[config.mk]
export PLATFORM = sky130hd
export DESIGN_NAME = vga_scanout
export DESIGN_NICKNAME = d
export VERILOG_FILES = /design/src/rtl/vga_scanout.sv
export SDC_FILE = /design/constraint.sdc
export NUM_CORES = 1
export LEC_CHECK = 0
export ABC_CLOCK_PERIOD_IN_PS = 2900
export BUFFER_PORTS_ARGS = -buffer_cell sky130_fd_sc_hd__clkbuf_2
export CAP_MARGIN = 5
export CORE_ASPECT_RATIO = 0.9
export CORE_MARGIN = 2
export CORE_UTILIZATION = 51
export CTS_BUF_LIST = sky130_fd_sc_hd__clkbuf_4 sky130_fd_sc_hd__clkbuf_8 sky130_fd_sc_hd__clkbuf_16
export DETAILED_ROUTE_END_ITERATION = 8
export PLACE_DENSITY = 0.73
export SLEW_MARGIN = 20
export SYNTH_ARGS = -nofsm -noshare
export SYNTH_HDL_FRONTEND = slang
export SYNTH_SLANG_ARGS = --single-unit
[constraint.sdc]
create_clock -name clk -period 2.9 [get_ports clk]
set_input_delay 0.58 -clock clk [delete_from_list [all_inputs] [get_ports clk]]
set_output_delay 0.58 -clock clk [all_outputs]
set_load 0.01 [all_outputs]
[src/rtl/vga_scanout.sv]
// vga_scanout: framebuffer read side driving 640x480@60Hz VGA with 3x3 pixel scaling
// Ports:
//   clk          50MHz system clock; a 25MHz pixel enable is derived internally
//   rst_n_async  asynchronous active-low reset
//   fb_addr      framebuffer read address (row_base + x_fb), combinational from registers
//   fb_rdata     framebuffer read data, sync RAM with 1-clk latency
//   vga_r/g/b    registered colour bits (fb pixel bits 2/1/0), forced to 0 in blanking
//   hsync_n      registered horizontal sync, active low
//   vsync_n      registered vertical sync, active low
//   vblank       registered, high while the vertical counter is past the visible area
module vga_scanout #(
  parameter int H_VISIBLE = 640,
  parameter int H_FP      = 16,
  parameter int H_SYNC    = 96,
  parameter int H_BP      = 48,
  parameter int V_VISIBLE = 480,
  parameter int V_FP      = 10,
  parameter int V_SYNC    = 2,
  parameter int V_BP      = 33,
  parameter int FB_WIDTH  = 214,
  parameter int SCALE     = 3
) (
  input  logic        clk,
  input  logic        rst_n_async,
  output logic [15:0] fb_addr,
  input  logic [2:0]  fb_rdata,
  output logic        vga_r,
  output logic        vga_g,
  output logic        vga_b,
  output logic        hsync_n,
  output logic        vsync_n,
  output logic        vblank
);
  localparam logic [9:0]  H_VIS    = 10'(H_VISIBLE);
  localparam logic [9:0]  HS_START = 10'(H_VISIBLE + H_FP);
  localparam logic [9:0]  HS_END   = 10'(H_VISIBLE + H_FP + H_SYNC);
  localparam logic [9:0]  H_LAST   = 10'(H_VISIBLE + H_FP + H_SYNC + H_BP - 1);
  localparam logic [9:0]  V_VIS    = 10'(V_VISIBLE);
  localparam logic [9:0]  VS_START = 10'(V_VISIBLE + V_FP);
  localparam logic [9:0]  VS_END   = 10'(V_VISIBLE + V_FP + V_SYNC);
  localparam logic [9:0]  V_LAST   = 10'(V_VISIBLE + V_FP + V_SYNC + V_BP - 1);
  localparam logic [1:0]  SUB_LAST = 2'(SCALE - 1);
  localparam logic [15:0] ROW_STEP = 16'(FB_WIDTH);

  logic        phase_q, phase_d;
  logic [9:0]  h_cnt_q, h_cnt_d, v_cnt_q, v_cnt_d;
  logic [1:0]  x_sub_q, x_sub_d, y_sub_q, y_sub_d;
  logic [7:0]  x_fb_q, x_fb_d;
  logic [15:0] row_base_q, row_base_d;
  logic [2:0]  rgb_q, rgb_d;
  logic        hsync_n_q, hsync_n_d, vsync_n_q, vsync_n_d, vblank_q, vblank_d;
  logic        h_vis, v_vis, h_wrap, v_wrap, x_wrap, y_wrap;

  always_comb begin
    h_vis      = h_cnt_q < H_VIS;
    v_vis      = v_cnt_q < V_VIS;
    h_wrap     = h_cnt_q == H_LAST;
    v_wrap     = v_cnt_q == V_LAST;
    x_wrap     = x_sub_q == SUB_LAST;
    y_wrap     = y_sub_q == SUB_LAST;
    phase_d    = ~phase_q;
    h_cnt_d    = h_cnt_q;
    v_cnt_d    = v_cnt_q;
    x_sub_d    = x_sub_q;
    x_fb_d     = x_fb_q;
    y_sub_d    = y_sub_q;
    row_base_d = row_base_q;
    rgb_d      = rgb_q;
    hsync_n_d  = hsync_n_q;
    vsync_n_d  = vsync_n_q;
    vblank_d   = vblank_q;
    if (phase_q) begin
      // output stage sees the counters before they advance, giving one pixel of latency
      rgb_d     = (h_vis && v_vis) ? fb_rdata : 3'd0;
      hsync_n_d = ~(h_cnt_q >= HS_START && h_cnt_q < HS_END);
      vsync_n_d = ~(v_cnt_q >= VS_START && v_cnt_q < VS_END);
      vblank_d  = ~v_vis;
      h_cnt_d   = h_wrap ? 10'd0 : h_cnt_q + 10'd1;
      if (h_vis) begin
        x_sub_d = x_wrap ? 2'd0 : x_sub_q + 2'd1;
        x_fb_d  = x_wrap ? x_fb_q + 8'd1 : x_fb_q;
      end
      if (h_wrap) begin
        x_sub_d = 2'd0;
        x_fb_d  = 8'd0;
        v_cnt_d = v_wrap ? 10'd0 : v_cnt_q + 10'd1;
        if (v_wrap) begin
          y_sub_d    = 2'd0;
          row_base_d = 16'd0;
        end else if (v_vis) begin
          // row_base tracks (line/SCALE)*FB_WIDTH incrementally instead of multiplying
          y_sub_d    = y_wrap ? 2'd0 : y_sub_q + 2'd1;
          row_base_d = y_wrap ? row_base_q + ROW_STEP : row_base_q;
        end
      end
    end
  end

  always_ff @(posedge clk or negedge rst_n_async) begin
    if (!rst_n_async) begin
      phase_q    <= 1'b0;
      h_cnt_q    <= 10'd0;
      v_cnt_q    <= 10'd0;
      x_sub_q    <= 2'd0;
      x_fb_q     <= 8'd0;
      y_sub_q    <= 2'd0;
      row_base_q <= 16'd0;
      rgb_q      <= 3'd0;
      hsync_n_q  <= 1'b1;
      vsync_n_q  <= 1'b1;
      vblank_q   <= 1'b0;
    end else begin
      phase_q    <= phase_d;
      h_cnt_q    <= h_cnt_d;
      v_cnt_q    <= v_cnt_d;
      x_sub_q    <= x_sub_d;
      x_fb_q     <= x_fb_d;
      y_sub_q    <= y_sub_d;
      row_base_q <= row_base_d;
      rgb_q      <= rgb_d;
      hsync_n_q  <= hsync_n_d;
      vsync_n_q  <= vsync_n_d;
      vblank_q   <= vblank_d;
    end
  end

  assign fb_addr = row_base_q + {8'd0, x_fb_q};
  assign vga_r   = rgb_q[2];
  assign vga_g   = rgb_q[1];
  assign vga_b   = rgb_q[0];
  assign hsync_n = hsync_n_q;
  assign vsync_n = vsync_n_q;
  assign vblank  = vblank_q;
endmodule

======== Word-level counts from Yosys, hierarchy flattened ========
Index checks and enable logic that the tools add are counted.
word-level totals
  bits in registers ....................... 55
  input bits .............................. 5
  output and inout port bits .............. 22
  logic and storage cells ................. 59
operators by class
  $add $sub $neg .......................... 7
  $lt $le $gt $ge ......................... 6
  equal/unequal tests ..................... 4
  multiplexer cells ....................... 15
  bitwise logic cells ..................... 4
  reduce and logical (&&, ||, !) cells .... 12
operators by type and width
  cell                                                   number
  two-way mux 16 bit                                     3
  two-way mux 8 bit                                      3
  adder 10 x 1 -> 10 bit (second input constant)         2
  == test 10 bit (second input constant)                 2
  < comparator 10 bit (second input constant)            2
  < comparator 10 x 9 -> 1 bit (second input constant)   2
  two-way mux 10 bit                                     2
  adder 16 x 8 -> 16 bit                                 1
  adder 16 x 8 -> 16 bit (second input constant)         1
  two-way mux 2 bit                                      6
  >= comparator 10 bit (second input constant)           1
  >= comparator 10 x 9 -> 1 bit (second input constant)  1
  adder 8 x 1 -> 8 bit (second input constant)           1
  nonzero test 2 bit                                     4
  AND reduction 3 bit                                    2
  adder 2 x 1 -> 2 bit (second input constant)           2
  == test 2 bit (second input constant)                  2
  inverter 1 bit                                         4
  AND reduction 2 bit                                    2
  AND reduction 4 bit                                    1
  logical AND 1 bit                                      3
  two-way mux 3 bit                                      1

======== Logic depth before layout (Yosys ltp) ========
  depth after elaboration ................. 4
  depth in mapped cells ................... 8
  mapped depth without buffers ............ 7

======== Least setup slack after synthesis ========
No wires, ideal clock.
  path kind ............................... reg-to-output
  start ................................... register x_fb_q[4]
  end ..................................... output fb_addr[10]
  arrival ................................. 1.822 ns
  data required time ...................... 2.320 ns
  setup slack ............................. 0.498 ns
  stages on the path, launching flop included .. 7
  cell sequence ........................... dfrtp_1 ha_1 a21o_1 or4_1 o21a_1 nand3_1 xnor2_1
between the ends
  cells in the longest elaborated chain, start to end .. 1
ends and longest elaborated chain
  element                 RTL line  source
  start, declared         48        logic [7:0] x_fb_q, x_fb_d;
  start signal, assigned  105       x_fb_q <= 8'd0;
  start signal, assigned  117       x_fb_q <= x_fb_d;
  adder 16 x 8 -> 16 bit  127       assign fb_addr = row_base_q + {8'd0, x_fb_q};
  end, declared           25        output logic [15:0] fb_addr,
Every way passes these cells.

======== Worst setup path after layout ========
  start ................................... register row_base_q[4]
  end ..................................... output fb_addr[14]
between the ends
  cells in the longest elaborated chain, start to end .. 1
ends and longest elaborated chain
  element                 RTL line  source
  start, declared         49        logic [15:0] row_base_q, row_base_d;
  start signal, assigned  119       row_base_q <= row_base_d;
  adder 16 x 8 -> 16 bit  127
Every way passes these cells.

==> qor.yml <==
routabilityCongestion: 0.795
max-cap-violations: 0
async_reset_ff_share_pct: 100
dpl_cell_area_um2: 3380
final_layout_size_suffix_gt1_share_pct: 18.1
r2r-end: "row_base_q[15]"
num_rows: 27
antenna_found_initial: 0
cp-startpoint: "row_base_q[4]"
pwr-share-clk_pct: 40.0
vias: 2720
synth_top_area_share_pct: 40.6
cts_tree: "done"
setup_violations: 0
clockBufferDepth: 2
outcome: "finished clean"
synth_area_leaders: "dfrtp_1 41%, o21ai_0 6.7%, ha_1 5.5%"
dp_hpwl_mm: 4.87
grt_first_pass_wirelength_mm: 11.6
seq_area_frac_synth_pct: 42.2
synth_cell_types: 50
skew_ns: 0.0136
r2r_slack_ns: 0.69
vdd_drop_max_mv: 0.226
leakage_nw: 1.58
track_usage_pct: 21.0
cts.sinks: 54
syn_avg_cell_area_um2: 9.21
fin_crit_sh_pct: 97.8
swShare_pct: 20.9
syn2layout_area_growth_pct: 12.4
routedWlPerCell_um: 15.5
finalWirelength_mm: 7.00
drt_iter0_markers: 133
nFillCells: 532
multi_input_area_um2: 1760
cp_max_fo: 4
pwr-share-comb_pct: 1.8
die_y_um: 79.2
hold_path.class: "input pin to async pin"
dieArea_um2: 6930
dpl_worst_slack_ns: 0.271
setup_ws_ns: 0.0628
endpoint_kind: "output pin"
slowest_stage: "dfrtp_2"
overflow: 0
cts.htree.levels: 2
placed_cells: 437
ant_nets: 0
clkLatencyLatePin_ns: 0.32
hold_viol_final: 0
port_buffers: 26
startpoint_type: "flop"
start_util_pct: 52.7
r2r_cells: 7
stdcell_count: 453
ys_ff_latch: 54
min_period_ns: 2.84
seqPwrFrac_pct: 58.2
syn_area_um2: 3200
synth-edff-count: 0
max_stage_delay_ns: 0.44
via_per_inst: 6.00
synth_most_common_cell: "dfrtp_1"
path_clk_slew_ns: 0.10
synth_fp_nets: 367
worst_slew_pin_slew_ns: 0.749
drc: 0
firstDrtPassIters: 4
seqCellArea_um2: 1360
critPathBufInv: 1
postSynthCellCount: 348
finalSetupTns_ns: 0
fin_nets: 399
critPathRequiredTime_ns: 2.32
ys_warn_count: 0
cts_buffers: 5
fmax_ghz: 0.352
fp.dieW_um: 87.6
arrival_ns: 2.26
core_um2: 6080
relSlewSlack_pct: 49.8
grt_max_degree: 34
slew_violations: 0
power.density_nw_per_um2: 361
p_int_mw: 1.03
design_area_um2: 3600
power.switching_mw: 0.272
antenna_cells: 0
root_buffer: "clkbuf_8"
cts-hold-fix-buffers: 0
path_class: "flop to output pin"
yosysTopAreaCell: "dfrtp_1"
rr_startpoint: "row_base_q[1]"
yosys_most_used_dff: "dfrtp_1"
crit_family: "simple AND/OR/NAND/NOR gates"
grt_pass1_vias: 2527
synth_common_cells: "52 x dfrtp_1, 43 x o21ai_0, 31 x nand2_1, 21 x nor2_1"
worstPathCellList: "ha_4 -> a21o_1 -> or4_4 -> o21a_4 -> nand2_1 -> xnor2_1 -> clkbuf_2"
ios: 27
## cell type report
| type | count | share of cell area, % |
|---|---|---|
| clock buffers | 6 | 2.12 |
| clock inverters | 2 | 1.04 |
| inverters | 17 | 1.77 |
| multi-input cells | 265 | 48.9 |
| flip-flops and latches | 54 | 37.7 |
| well taps | 72 | 2.50 |
| repair buffers | 37 | 5.90 |
## worst reg2reg max path, delay by kind of cell (launching register included)
kind            cells  cell delay, ns
buf+inv             1            0.08
flops               1            0.51
simple gates        1            0.27
compound gates      4            1.00
fa+ha+maj           1            0.22
## how the worst max path moves through the flow
stage / slack (ns) / cells past startpoint / endpoint
after floorplan: 0.50 / 6 / fb_addr[10]
after global placement: 0.31 / 7 / fb_addr[10]
after detailed placement: 0.27 / 7 / fb_addr[10]
after CTS: 0.001 / 7 / fb_addr[11]
after global routing: -0.02 / 7 / fb_addr[12]
final: 0.06 / 7 / fb_addr[14]
## layer usage
metal  track usage (%)  vias to the layer above  share of wire [%]
li1                  -                     1321                  -
met1              29.0                     1339                 49
met2              33.2                       53                 47
met3              4.37                        7                3.5
met4              6.15                        0                1.0
met5                 0                        -                  0
## power groups by stage
stage / clock network [mW] / registers (mW) / logic [mW]
3_5_place_dp: 0 / 0.770 / 0.0256
2_1_floorplan: 0 / 0.772 / 0.00172
4_1_cts: 0.532 / 0.756 / 0.0254
5_1_grt: 0.565 / 0.756 / 0.0283
6_report: 0.520 / 0.756 / 0.0240
3_3_place_gp: 0 / 0.770 / 0.0252
## per-stage QoR
stage,utilization (%),hold slack (ns),power [mW]
after floorplan,-,0.284,0.773
after global placement,55.6,0.470,0.796
after CTS,57.9,0.242,1.31
after detailed placement,55.6,0.474,0.796
after global routing,59.2,0.254,1.35
final,59.2,0.234,1.30
## state kept, by name, summed over array words and instances (netlist names)
signal	count
x_sub_q	2
row_base_q	15
h_cnt_q	10
vblank	1
phase_q	1
v_cnt_q	10
vsync_n	1
x_fb_q	8
rgb_q	3
y_sub_q	2
hsync_n	1
## kinds of logic after synthesis
| group | count (synthesis) | synth area share (%) |
|---|---|---|
| fa+ha+maj | 14 | 5.47 |
| mux | 2 | 0.664 |
| xor+xnor | 27 | 7.38 |
| flops | 54 | 42.2 |
| simple gates | 117 | 19.0 |
| buf+inv | 29 | 4.06 |
| compound gates | 105 | 21.2 |
## timing repair
item                                    CTS  global route
endpoints found under the setup margin    7             8
pin swaps                                 2             5
buffers inserted                          2             6
gates resized for setup                   2            13
gates cloned                              0             0
## layout by cell type, fill, tap and decap left out, types with 6 or more instances in the layout
cell type and instances:
nand4_1 7, inv_1 16, a21o_1 6, ha_1 12
nand3_1 19, o21ai_0 43, a21oi_1 19, nand2_1 31
xnor2_1 20, buf_4 11, nor2_1 21, xor2_1 7
o31ai_1 10, dfrtp_1 48, clkbuf_2 23
Note: power is estimated with default switching activity, not from simulation.
